`src/rtl/bsk_mgr_common_param_pkg.sv`:
```
// Parameters shared by every bsk_manager block (read and write sides).
// No logic; no latency.
// No flow control.
package bsk_mgr_common_param_pkg;
    localparam int BSK_CUT_NB = 2;
endpackage

```
`src/rtl/bsk_mgr_cut_wr_pkg.sv`:
```
// Types and derived sizes for the cut-RAM write dispatcher.
// No logic; no latency.
// No flow control.
package bsk_mgr_cut_wr_pkg;
    import bsk_mgr_common_param_pkg::*;

    localparam int SLOT_NB       = 8;
    localparam int SLOT_DEPTH    = 16;
    localparam int DATA_W        = 256;

    localparam int SLOT_W        = (SLOT_NB > 1) ? $clog2(SLOT_NB) : 1;
    localparam int ROW_W         = (SLOT_DEPTH > 1) ? $clog2(SLOT_DEPTH) : 1;
    localparam int CUT_W         = (BSK_CUT_NB > 1) ? $clog2(BSK_CUT_NB) : 1;
    localparam int ADD_W         = $clog2(SLOT_NB * SLOT_DEPTH);
    localparam int WORD_PER_SLOT = BSK_CUT_NB * SLOT_DEPTH;

    typedef enum logic [1:0] {
        ST_IDLE = 2'd0,
        ST_LOAD = 2'd1,
        ST_DONE = 2'd2
    } wr_state_e;

    // Each slot owns a contiguous block of SLOT_DEPTH rows in every cut.
    function automatic logic [ADD_W-1:0] row_addr(input logic [SLOT_W-1:0] slot,
                                                  input logic [ROW_W-1:0]  row);
        return ADD_W'(int'(slot) * SLOT_DEPTH + int'(row));
    endfunction
endpackage

```
`src/rtl/bsk_mgr_cut_wr_cnt.sv`:
```
// Two-level wrap counter: cut index (inner) and row (outer), with last-word flag.
// Counts on the clock edge after inc; last is combinational on the current count.
// No flow control; clr has priority over inc.
module bsk_mgr_cut_wr_cnt
    import bsk_mgr_common_param_pkg::*;
    import bsk_mgr_cut_wr_pkg::*;
(
    input  logic             clk,
    input  logic             s_rst,
    input  logic             clr,
    input  logic             inc,
    output logic [CUT_W-1:0] cut_idx,
    output logic [ROW_W-1:0] row,
    output logic             last
);
    localparam logic [CUT_W-1:0] CUT_LAST = CUT_W'(BSK_CUT_NB - 1);
    localparam logic [ROW_W-1:0] ROW_LAST = ROW_W'(SLOT_DEPTH - 1);

    logic cut_wrap;
    logic row_wrap;

    assign cut_wrap = (cut_idx == CUT_LAST);
    assign row_wrap = (row == ROW_LAST);
    assign last     = cut_wrap && row_wrap;

    always_ff @(posedge clk) begin
        if (s_rst || clr) begin
            cut_idx <= '0;
            row     <= '0;
        end else if (inc) begin
            if (cut_wrap) begin
                cut_idx <= '0;
                row     <= row_wrap ? '0 : row + 1'b1;
            end else begin
                cut_idx <= cut_idx + 1'b1;
            end
        end
    end
endmodule

```
`src/rtl/bsk_mgr_cut_wr_dispatch.sv`:
```
// Loads one BSK slot into the cut RAMs, dealing words round-robin over the cuts.
// Write ports registered, one cycle after word accept; done coincides with the last write.
// cmd_rdy only in IDLE for unlocked slots; in_rdy held high for the whole LOAD phase.
module bsk_mgr_cut_wr_dispatch
    import bsk_mgr_common_param_pkg::*;
    import bsk_mgr_cut_wr_pkg::*;
(
    input  logic                        clk,
    input  logic                        s_rst,
    input  logic                        cmd_vld,
    output logic                        cmd_rdy,
    input  logic [SLOT_W-1:0]           cmd_slot,
    input  logic                        in_vld,
    output logic                        in_rdy,
    input  logic [DATA_W-1:0]           in_data,
    output logic [BSK_CUT_NB-1:0]       wr_en,
    output logic [BSK_CUT_NB*ADD_W-1:0] wr_add,
    output logic [DATA_W-1:0]           wr_data,
    input  logic [SLOT_NB-1:0]          slot_lock,
    output logic [SLOT_NB-1:0]          slot_avail,
    output logic                        done,
    output logic [SLOT_W-1:0]           done_slot,
    output logic                        err_lock
);
    wr_state_e                        state;
    logic [SLOT_W-1:0]                cur_slot;
    logic [BSK_CUT_NB-1:0][ADD_W-1:0] wr_add_q;
    logic [CUT_W-1:0]                 cut_idx;
    logic [ROW_W-1:0]                 row;
    logic                             cnt_last;
    logic                             cmd_acc;
    logic                             word_acc;

    // Held low during reset so every output reads zero while s_rst is asserted.
    assign cmd_rdy  = !s_rst && (state == ST_IDLE) && !slot_lock[cmd_slot];
    assign in_rdy   = (state == ST_LOAD);
    assign cmd_acc  = cmd_vld && cmd_rdy;
    assign word_acc = in_vld && in_rdy;
    assign wr_add   = wr_add_q;

    bsk_mgr_cut_wr_cnt u_cnt (
        .clk     (clk),
        .s_rst   (s_rst),
        .clr     (cmd_acc),
        .inc     (word_acc),
        .cut_idx (cut_idx),
        .row     (row),
        .last    (cnt_last)
    );

    always_ff @(posedge clk) begin
        if (s_rst) begin
            state      <= ST_IDLE;
            cur_slot   <= '0;
            wr_en      <= '0;
            wr_add_q   <= '0;
            wr_data    <= '0;
            slot_avail <= '0;
            done       <= 1'b0;
            done_slot  <= '0;
            err_lock   <= 1'b0;
        end else begin
            wr_en <= '0;
            done  <= 1'b0;

            if (word_acc) begin
                wr_en             <= BSK_CUT_NB'(1) << cut_idx;
                wr_add_q[cut_idx] <= row_addr(cur_slot, row);
                wr_data           <= in_data;
            end

            if ((state == ST_LOAD) && slot_lock[cur_slot]) begin
                err_lock <= 1'b1;
            end

            case (state)
                ST_IDLE: begin
                    if (cmd_acc) begin
                        cur_slot             <= cmd_slot;
                        slot_avail[cmd_slot] <= 1'b0;
                        state                <= ST_LOAD;
                    end
                end
                ST_LOAD: begin
                    if (word_acc && cnt_last) begin
                        done      <= 1'b1;
                        done_slot <= cur_slot;
                        state     <= ST_DONE;
                    end
                end
                ST_DONE: begin
                    slot_avail[cur_slot] <= 1'b1;
                    state                <= ST_IDLE;
                end
                default: state <= ST_IDLE;
            endcase
        end
    end
endmodule

```
`config.mk`:
```
export PLATFORM = sky130hd
export DESIGN_NAME = bsk_mgr_cut_wr_dispatch
export DESIGN_NICKNAME = d
export VERILOG_FILES = /design/src/rtl/bsk_mgr_common_param_pkg.sv /design/src/rtl/bsk_mgr_cut_wr_pkg.sv /design/src/rtl/bsk_mgr_cut_wr_cnt.sv /design/src/rtl/bsk_mgr_cut_wr_dispatch.sv
export SDC_FILE = /design/constraint.sdc
export NUM_CORES = 1
export LEC_CHECK = 0
export CORE_AREA = 10 10 207 209
export CTS_CLUSTER_DIAMETER = 120
export CTS_CLUSTER_SIZE = 30
export DETAILED_ROUTE_END_ITERATION = 8
export DIE_AREA = 0 0 217 219
export GPL_ROUTABILITY_DRIVEN = 0
export GPL_TIMING_DRIVEN = 0
export PLACE_DENSITY_LB_ADDON = 0.25
export RECOVER_POWER = 50
export SLEW_MARGIN = 15
export SYNTH_ARGS = -nofsm -noshare
export SYNTH_HDL_FRONTEND = slang
export SYNTH_SLANG_ARGS = --single-unit
export TNS_END_PERCENT = 100
```
`constraint.sdc`:
```
create_clock -name clk -period 2.1 [get_ports clk]
set_input_delay 0.42 -clock clk [delete_from_list [all_inputs] [get_ports clk]]
set_output_delay 0.42 -clock clk [all_outputs]
set_load 0.03 [all_outputs]
```
* Yosys cells after proc, flatten, opt, wreduce, memory -nomap -nowiden *
Cells that the tools add are included.

word-level totals
  register bits after elaboration = 295
  output and inout bits = 287
  logic and storage cells = 73

operators by class
  add/sub/neg operators = 3
  $lt $le $gt $ge = 6
  eq/ne operators = 5
  shift-type cells = 1
  mux-type cells = 19
  bitwise operators = 5
  reductions and logical operators = 22

operators with widths
  operator               count
  $pmux W8 S2            1
  $bwmux W14             1
  $logic_and A1 B1 Y1    10
  $reduce_and A2 Y1      5
  $and A8 B8 Y8          1
  $lt A3 B4 Y1 const B   2
  $mux W8                1
  $not A8 Y8             1
  $or A8 B8 Y8           1
  $add A7 B4 Y7          1
  $demux W7 S1           1
  $mux W7                1
  $bmux W1 S3            2
  $demux W1 S3           2
  $ge A3 B1 Y1 const B   2
  $mux W1                6
  $add A4 B1 Y4 const B  1
  $eq A4 B4 Y1 const B   1
  $mux W2                2
  $mux W4                1
  $ne A2 B1 Y1 const B   2
  $pmux W2 S2            1
  $reduce_or A2 Y1       2
  $eq A2 B1 Y1 const B   1
  10 further kinds       12

* Depth between registers and ports, before layout *
Gate-level depths: netlist of run 1.

  word-level depth = 8
  gate-level depth with buffers = 6

* Modules after synthesis *
Synthesis of run 1 repeated with hierarchy kept, for this count alone.

unflattened totals
  cells, all modules = 1320
  area, all modules = 10473.8 µm²

modules (own cells, without submodules)
  module                   instances  cells each  area an instance (µm²)  seq. area each (µm²)
  bsk_mgr_cut_wr_dispatch  1          1294        10248.6                 5805.6
  bsk_mgr_cut_wr_cnt       1          26          225.2                   100.1

* Least setup slack after synthesis of run 1 *
OpenSTA, ideal clock, no wires.

  kind = in2out
  start = in cmd_slot[0]
  end = out cmd_rdy
  arrival time = 2355 ps
  setup slack = -675 ps
  stages on the path = 3
  buffers on the path = 0
  path through = mux2_2 mux4_2 nor4b_1

between the ends
  longest elaborated chain between the ends = 4

RTL lines
  item                           RTL line                       RTL
  from (decl)                    bsk_mgr_cut_wr_dispatch.sv:12  input logic [SLOT_W-1:0] cmd_slot,
  $bmux W1 S3                    bsk_mgr_cut_wr_dispatch.sv:35  assign cmd_rdy = !s_rst && (state == ST_IDLE) && !slot_lock[cmd_slot];
  $mux W1 (implied by the code)  bsk_mgr_cut_wr_dispatch.sv:35
  $logic_not A1 Y1               bsk_mgr_cut_wr_dispatch.sv:35
  $logic_and A1 B1 Y1            bsk_mgr_cut_wr_dispatch.sv:35
  to (decl)                      bsk_mgr_cut_wr_dispatch.sv:11  output logic cmd_rdy,

Every way passes these cells. The select of a mux whose other input is x is not followed.

* Worst setup path after layout of run 1 *
Ends and elaborated chain as after synthesis.

==> results of run 1 <==
[Yosys cell counts (2+ instances only)]
library cell  instances  area share
a21oi_1             278        0.13
nor4_1                4      0.0024
a32oi_1               2      0.0017
nand2b_1              7      0.0042
nand3b_1              3      0.0022
clkbuf_1             93       0.033
a311oi_1              2      0.0017
mux4_2                2      0.0043
a211oi_1              4      0.0029
nor2_1               15      0.0054
nor2b_1               6      0.0036
nand2_1             546        0.20
dfxtp_1             295        0.56
nor3b_1               2      0.0014
o21ai_0               3      0.0014
buf_2                 5      0.0024
inv_1                 5      0.0018
nand3_1               6      0.0029
nor3_1                8      0.0038
mux2i_1               8      0.0077
a31oi_1               4      0.0024
mux2_2                2      0.0022
[path summary, 6_finish.rpt]
| path | startpoint | endpoint | slack [ns] | cells after the start |
|---|---|---|---|---|
| worst min register to register | wr_data[146]$_SDFFE_PP0N_ | wr_data[146]$_SDFFE_PP0N_ | 0.46 | 2 |
| worst max-delay path | cmd_slot[0] | cmd_rdy | -0.12 | 5 |
| worst max register to register | state[1]$_SDFFE_PP0P_ | slot_avail[6]$_SDFFE_PP0P_ | 0.10 | 5 |
| worst min-delay path | cmd_slot[2] | cur_slot[2]$_SDFFE_PP0P_ | 0.26 | 3 |
[per-layer routing]
metal,vias up,global-route usage,share of wire
li1,5431,-,-
met4,0,0.0471,0.026
met2,380,0.329,0.49
met3,45,0.0631,0.089
met5,-,0,0
met1,5113,0.208,0.39
[critical path: cells and delay by family]
kind / cells / cell delay (ns)
buffers and inverters: 2 / 0.28
multiplexers: 2 / 0.80
AND/OR/NAND/NOR: 1 / 0.30
[repair_timing]
action	4_1_cts	5_1_grt
gates resized for setup	63	45
pin swaps	2	0
buffers inserted	4	0
gates cloned	0	0
setup endpoints to repair	243	137
[power breakdown]
part / switching (mW) / internal (mW) / leakage (nW)
Combinational: 1.27 / 1.03 / 3.41
Sequential: 0.124 / 5.82 / 2.39
Clock: 1.78 / 1.14 / 0.160
Total: 3.18 / 7.99 / 5.96
[final cells by class]
cell class                      instances  area [sq um]
Multi-Input combinational cell        920          4160
Clock inverter                          1          7.51
Inverter                                5          18.8
Tap cell                              518           648
Sequential cell                       295          5910
Buffer                                 99           435
Fill cell                            3988         21500
Timing Repair Buffer                  559          5550
Antenna cell                            2          5.00
Clock buffer                           13           325
[per-stage QoR]
| step | util | setup slack [ns] | total power, mW |
|---|---|---|---|
| floorplan | - | -0.0923 | 7.11 |
| CTS | 0.442 | -0.138 | 11.4 |
| detailed placement | 0.433 | -1.30 | 8.40 |
| global route | 0.442 | -0.145 | 11.7 |
| finish | 0.442 | -0.122 | 11.2 |
| global placement | 0.433 | -1.30 | 8.38 |
[sequential cells by signal (all words and copies together), names as in the netlist]
name,count
wr_en,2
done_slot,3
u_cnt.cut_idx,1
wr_add,14
slot_avail,8
u_cnt.row,4
wr_data,256
done,1
cur_slot,3
state,2
err_lock,1
[logic make-up (layout without fill, tap and decap cells)]
logic type                 after synthesis  count (layout)  synth area share
AOI/OAI and AO/OA                      302             302             0.151
xor gates and xnor gates                 1               1          0.000838
adders and majority gates                1               1           0.00120
buffers and inverters                  105             677            0.0390
DFF                                    295             295             0.565
muxes                                   12              12            0.0141
other                                    0               2                 0
and+or+nand+nor                        604             604             0.229
==> results.md, run 1 <==
* Number of routed nets with antenna violations at 0
* Crit path launch type: input pin
* Pre-antenna DRT Iters at 5
* Register area share after synthesis at 0.565
* CTS clk-pin slew, worst paths at 0.12 ns
* Synth-to-Final Area Change at 63.1%
* Routed len/inst at 19.5 microns
* Root Driver: clkbuf_16
* Initial Util at 0.271
* Initial antenna violation count at 1
* Crit Path Max Fanout at 5
* Peak VDD IR at 0.000599 V
* Final wirelength at 47100 microns
* Clk_lat worst skew at 0.50 ns
* Largest net degree at the start of global routing at 31
* Failing checks: setup timing
* Finished Layout Cells at 2412
* Clk sinks at 295
* HP Class: in -> reg
* Port Buffers at 555
* Yosys cell types at 42
* Placed inst area at 16700 sq um
* Detailed-route via count at 10969
* Die H at 219 microns
* Final hold violation count at 0
* Synth async-reset ratio at 0
* Post-route DRC at 0
* Fmax at 450 MHz
* Max cap viols at 0
* Hold_ws at 0.265 ns
* CP Data Required Time at 1.68 ns
* Slew Viols, Final at 0
* CP endpoint kind: output port
* GR Overflow Total at 0
* Slew @ Worst Pin at 0.762 ns
* CTS tree: built
* Setup violators final at 1
* Ys flop type: dfxtp_1
* Synthesis-stage register bit count at 295
* Number of CTS-inserted buffers at 13
* Worst slew margin at 0.492
* # IOs at 558
* Syn nets at 1592
* Status: finished, violations left
* Cts hold-fix bufs at 0
* Fin crit period at 2.22 ns
* Power per cell area at 655 nW/um^2
* Mapped cell area at 10500 sq um
* Core footprint at 38600 sq um
* Placed instance count at 2393
* Commonest cells after routing, fill and taps aside: nand2_1, clkdlybuf4s50_1, dfxtp_1
* Die width at 217 microns
* Worst-path cell chain: buf_8 > mux2_4 > mux4_2 > nor4b_4 > buf_6
* Ratio of cells with drive above 1 in the final layout at 0.0418
* Crit-path max cell delay at 0.52 ns
* Die area at 47500 sq um
* Setup ws final at -0.122 ns
* Worst setup path class: in -> out
* Initial DRC count at 584
* Unrepaired setup endpoints after global routing: yes
* Post-synth EDFFs at 0
* First-pass GRT wire length at 68700 microns
* Vias in the first global route at 10914
* Fraction of the cycle the final worst path needs at 1.06
* Most common cell after layout, fill and taps aside: nand2_1
* LEAKAGE at 5.96 nW
* GR Util All Layers at 0.185
* Number of nets in the layout at 2165
* Std cell rows at 72
* Synthesis Warnings at 0
* H-tree depth at 1
* Avg Cell Area, Syn at 7.92 sq um
* Post-route cell area at 17000 sq um
* Post-route setup TNS at -0.122 ns
* Worst Clk Skew at 0.0183 ns
* Vias per cell at 4.55
* Post-Synthesis Cells at 1320
* Post-DP HPWL at 37900 microns
* Slowest cell on the critical path: mux4_2
* Max clock buf depth at 3
* Worst Path Arrival at 1.80 ns
No activity file was read; power rests on OpenSTA's default activity.
==> run 2, diff against run 1 <==
--- a/config.mk
+++ b/config.mk
@@ -13,7 +13,6 @@
 export GPL_ROUTABILITY_DRIVEN = 0
 export GPL_TIMING_DRIVEN = 0
 export PLACE_DENSITY_LB_ADDON = 0.25
-export RECOVER_POWER = 50
 export SLEW_MARGIN = 15
 export SYNTH_ARGS = -nofsm -noshare
 export SYNTH_HDL_FRONTEND = slang
==> run 2 against run 1 <==
  * The flow still finishes with violations (setup timing)
  * Non-clock buffer count is the same
  * Critical path depth is the same
  * First-iteration DRC count grew 2.6%
  * Die area is the same
  * Global-route usage is the same
  * Sequential cell count is the same
  * Utilization grew 0.11 points
  * Power grew 0.25%
  * Worst setup slack gained 0.00064 ns
  * Worst hold slack is essentially flat
  * Largest cell class unchanged
  * Largest power group unchanged
==> results.md, run 2 (synthesized netlist as in run 1, its figures left out) <==
* Status: finished, violations left
* Failing checks: setup timing
* Slew @ Worst Pin at 0.762 ns
* FF-to-FF Start: state[0]$_SDFFE_PP0P_
* CP Data Required Time at 1.68 ns
* H-tree depth at 1
* Fraction of the cycle the final worst path needs at 1.06
* Initial antenna violation count at 1
* Hold Crit Depth at 3
* CTS tree: built
* Fin crit period at 2.22 ns
* Fmax at 450 MHz
* Clk sinks at 295
* Vias in the first global route at 10914
* CP endpoint kind: output port
* Commonest cells after routing, fill and taps aside: nand2_1, clkdlybuf4s50_1, dfxtp_1
* Worst setup path class: in -> out
* Post-DP HPWL at 37900 microns
* Std cell rows at 72
* Slew Viols, Final at 0
* Final wirelength at 47100 microns
* FILL cells at 3983
* Buf+Inv Stages, Crit Path at 2
* Peak VDD IR at 0.000601 V
* Max reg flops at 256
* Die area at 47500 sq um
* # IOs at 558
* Synth-to-Final Area Change at 63.5%
* Vias per cell at 4.55
* Post-route cell area at 17100 sq um
* GR Util All Layers at 0.185
* Ratio of cells with drive above 1 in the final layout at 0.0439
* Crit Path Max Fanout at 5
* Design Power at 11.2 mW
* Power per cell area at 655 nW/um^2
* Number of CTS-inserted buffers at 13
* Hold_ws at 0.265 ns
* GR Overflow Total at 0
* Reg2reg end: wr_data[158]$_SDFFE_PP0N_
* Placed inst area at 16700 sq um
* Worst Hold End: cur_slot[2]$_SDFFE_PP0P_
* First-pass GRT wire length at 68700 microns
* Routed len/inst at 19.5 microns
* R2R depth at 7
* Worst Clk Skew at 0.0181 ns
* Final hold violation count at 0
* Post-route DRC at 0
* Initial Util at 0.271
* Hold_sp: cmd_slot[2]
* Die H at 219 microns
* HP Class: in -> reg
* Max clock buf depth at 3
* Largest net degree at the start of global routing at 31
* Die width at 217 microns
* CTS clk-pin slew, worst paths at 0.12 ns
* Clk_lat worst skew at 0.50 ns
* R2R Setup Slk at 0.15 ns
* Kind of cell adding the most delay to the critical path: multiplexers
* Setup violators final at 1
* Pre-antenna DRT Iters at 5
* Number of routed nets with antenna violations at 0
* Root Driver: clkbuf_16
* Detailed-route via count at 10976
* Top reg by flops: wr_data
* Number of nets in the layout at 2165
* Crit path launch type: input pin
* Port Buffers at 555
* LEAKAGE at 5.86 nW
* Slowest cell on the critical path: mux4_2
* Max cap viols at 0
* Initial DRC count at 599
* Core footprint at 38600 sq um
* Cts hold-fix bufs at 0
* Worst Path Arrival at 1.80 ns
* Worst slew margin at 0.492
* Setup ws final at -0.122 ns
* Unrepaired setup endpoints after global routing: yes
* Crit-path max cell delay at 0.52 ns
* Worst-path cell chain: buf_8 > mux2_4 > mux4_2 > nor4b_4 > buf_6
* Most common cell after layout, fill and taps aside: nand2_1
run 2: cell count changes in the layout (fill, tap and decap cells not counted), sizes merged:
cell           before  now
buf                15   17
clkdlybuf4s50     496  542
dlygate4sd3        46    0
clkbuf            110  106
dlymetal6s2s        0    2
run 2: worst min-delay path: stages:
cell and delay, ns:
buf_2 0.16, nand3_1 0.09, a21oi_1 0.06
run 2: power breakdown:
| part | total, mW | switching (mW) | leakage (nW) | internal (mW) |
|---|---|---|---|---|
| Combinational | 2.33 | 1.28 | 3.30 | 1.05 |
| Clock | 2.92 | 1.78 | 0.160 | 1.14 |
| Sequential | 5.95 | 0.126 | 2.39 | 5.83 |
| Total | 11.2 | 3.19 | 5.86 | 8.01 |
run 2: through the flow:
step | TNS (ns) | cells | util | setup WS, ns
finish | -0.122 | 2412 | 0.443 | -0.122
global route | -0.201 | 2411 | 0.443 | -0.145
CTS | -0.138 | 2411 | 0.442 | -0.138
detailed placement | -191.58 | 2393 | 0.433 | -1.30
global placement | -198.37 | 2393 | 0.433 | -1.30
floorplan | -0.0923 | 1320 | - | -0.0923
run 2: timing repair:
| item | 4_1_cts | 5_1_grt |
|---|---|---|
| endpoints found under the hold margin | 0 | 0 |
| pin swaps | 2 | 0 |
| gates cloned | 0 | 0 |
| setup endpoints to repair | 243 | 137 |
| setup buffers | 4 | 0 |
| resized for setup | 63 | 45 |
run 2: worst max path at each step:
stage               cells after the start        start  endpoint  slack [ns]
floorplan                               3  cmd_slot[0]   cmd_rdy       -0.09
global placement                        5  cmd_slot[0]   cmd_rdy       -1.30
detailed placement                      5  cmd_slot[0]   cmd_rdy       -1.30
CTS                                     5  cmd_slot[0]   cmd_rdy       -0.14
global route                            5  cmd_slot[0]   cmd_rdy       -0.14
finish                                  5  cmd_slot[0]   cmd_rdy       -0.12
run 2: final cells by class:
cell class | instances | area, sq um | area share
Tap cell | 518 | 648 | 0.0379
Clock inverter | 1 | 7.51 | 0.000439
Timing Repair Buffer | 559 | 5570 | 0.326
Sequential cell | 295 | 5910 | 0.346
Clock buffer | 13 | 325 | 0.0190
Buffer | 99 | 440 | 0.0258
Multi-Input combinational cell | 920 | 4170 | 0.244
Inverter | 5 | 18.8 | 0.00110
Antenna cell | 2 | 5.00 | 0.000293
run 2: metal layers:
layer | wire (microns) | global-route usage | vias up | part of all wire
li1 | - | - | 5427 | -
met5 | 0 | 0 | - | 0
met3 | 4070 | 0.0631 | 45 | 0.086
met1 | 18500 | 0.208 | 5135 | 0.39
met2 | 23300 | 0.329 | 369 | 0.49
met4 | 1230 | 0.0471 | 0 | 0.026
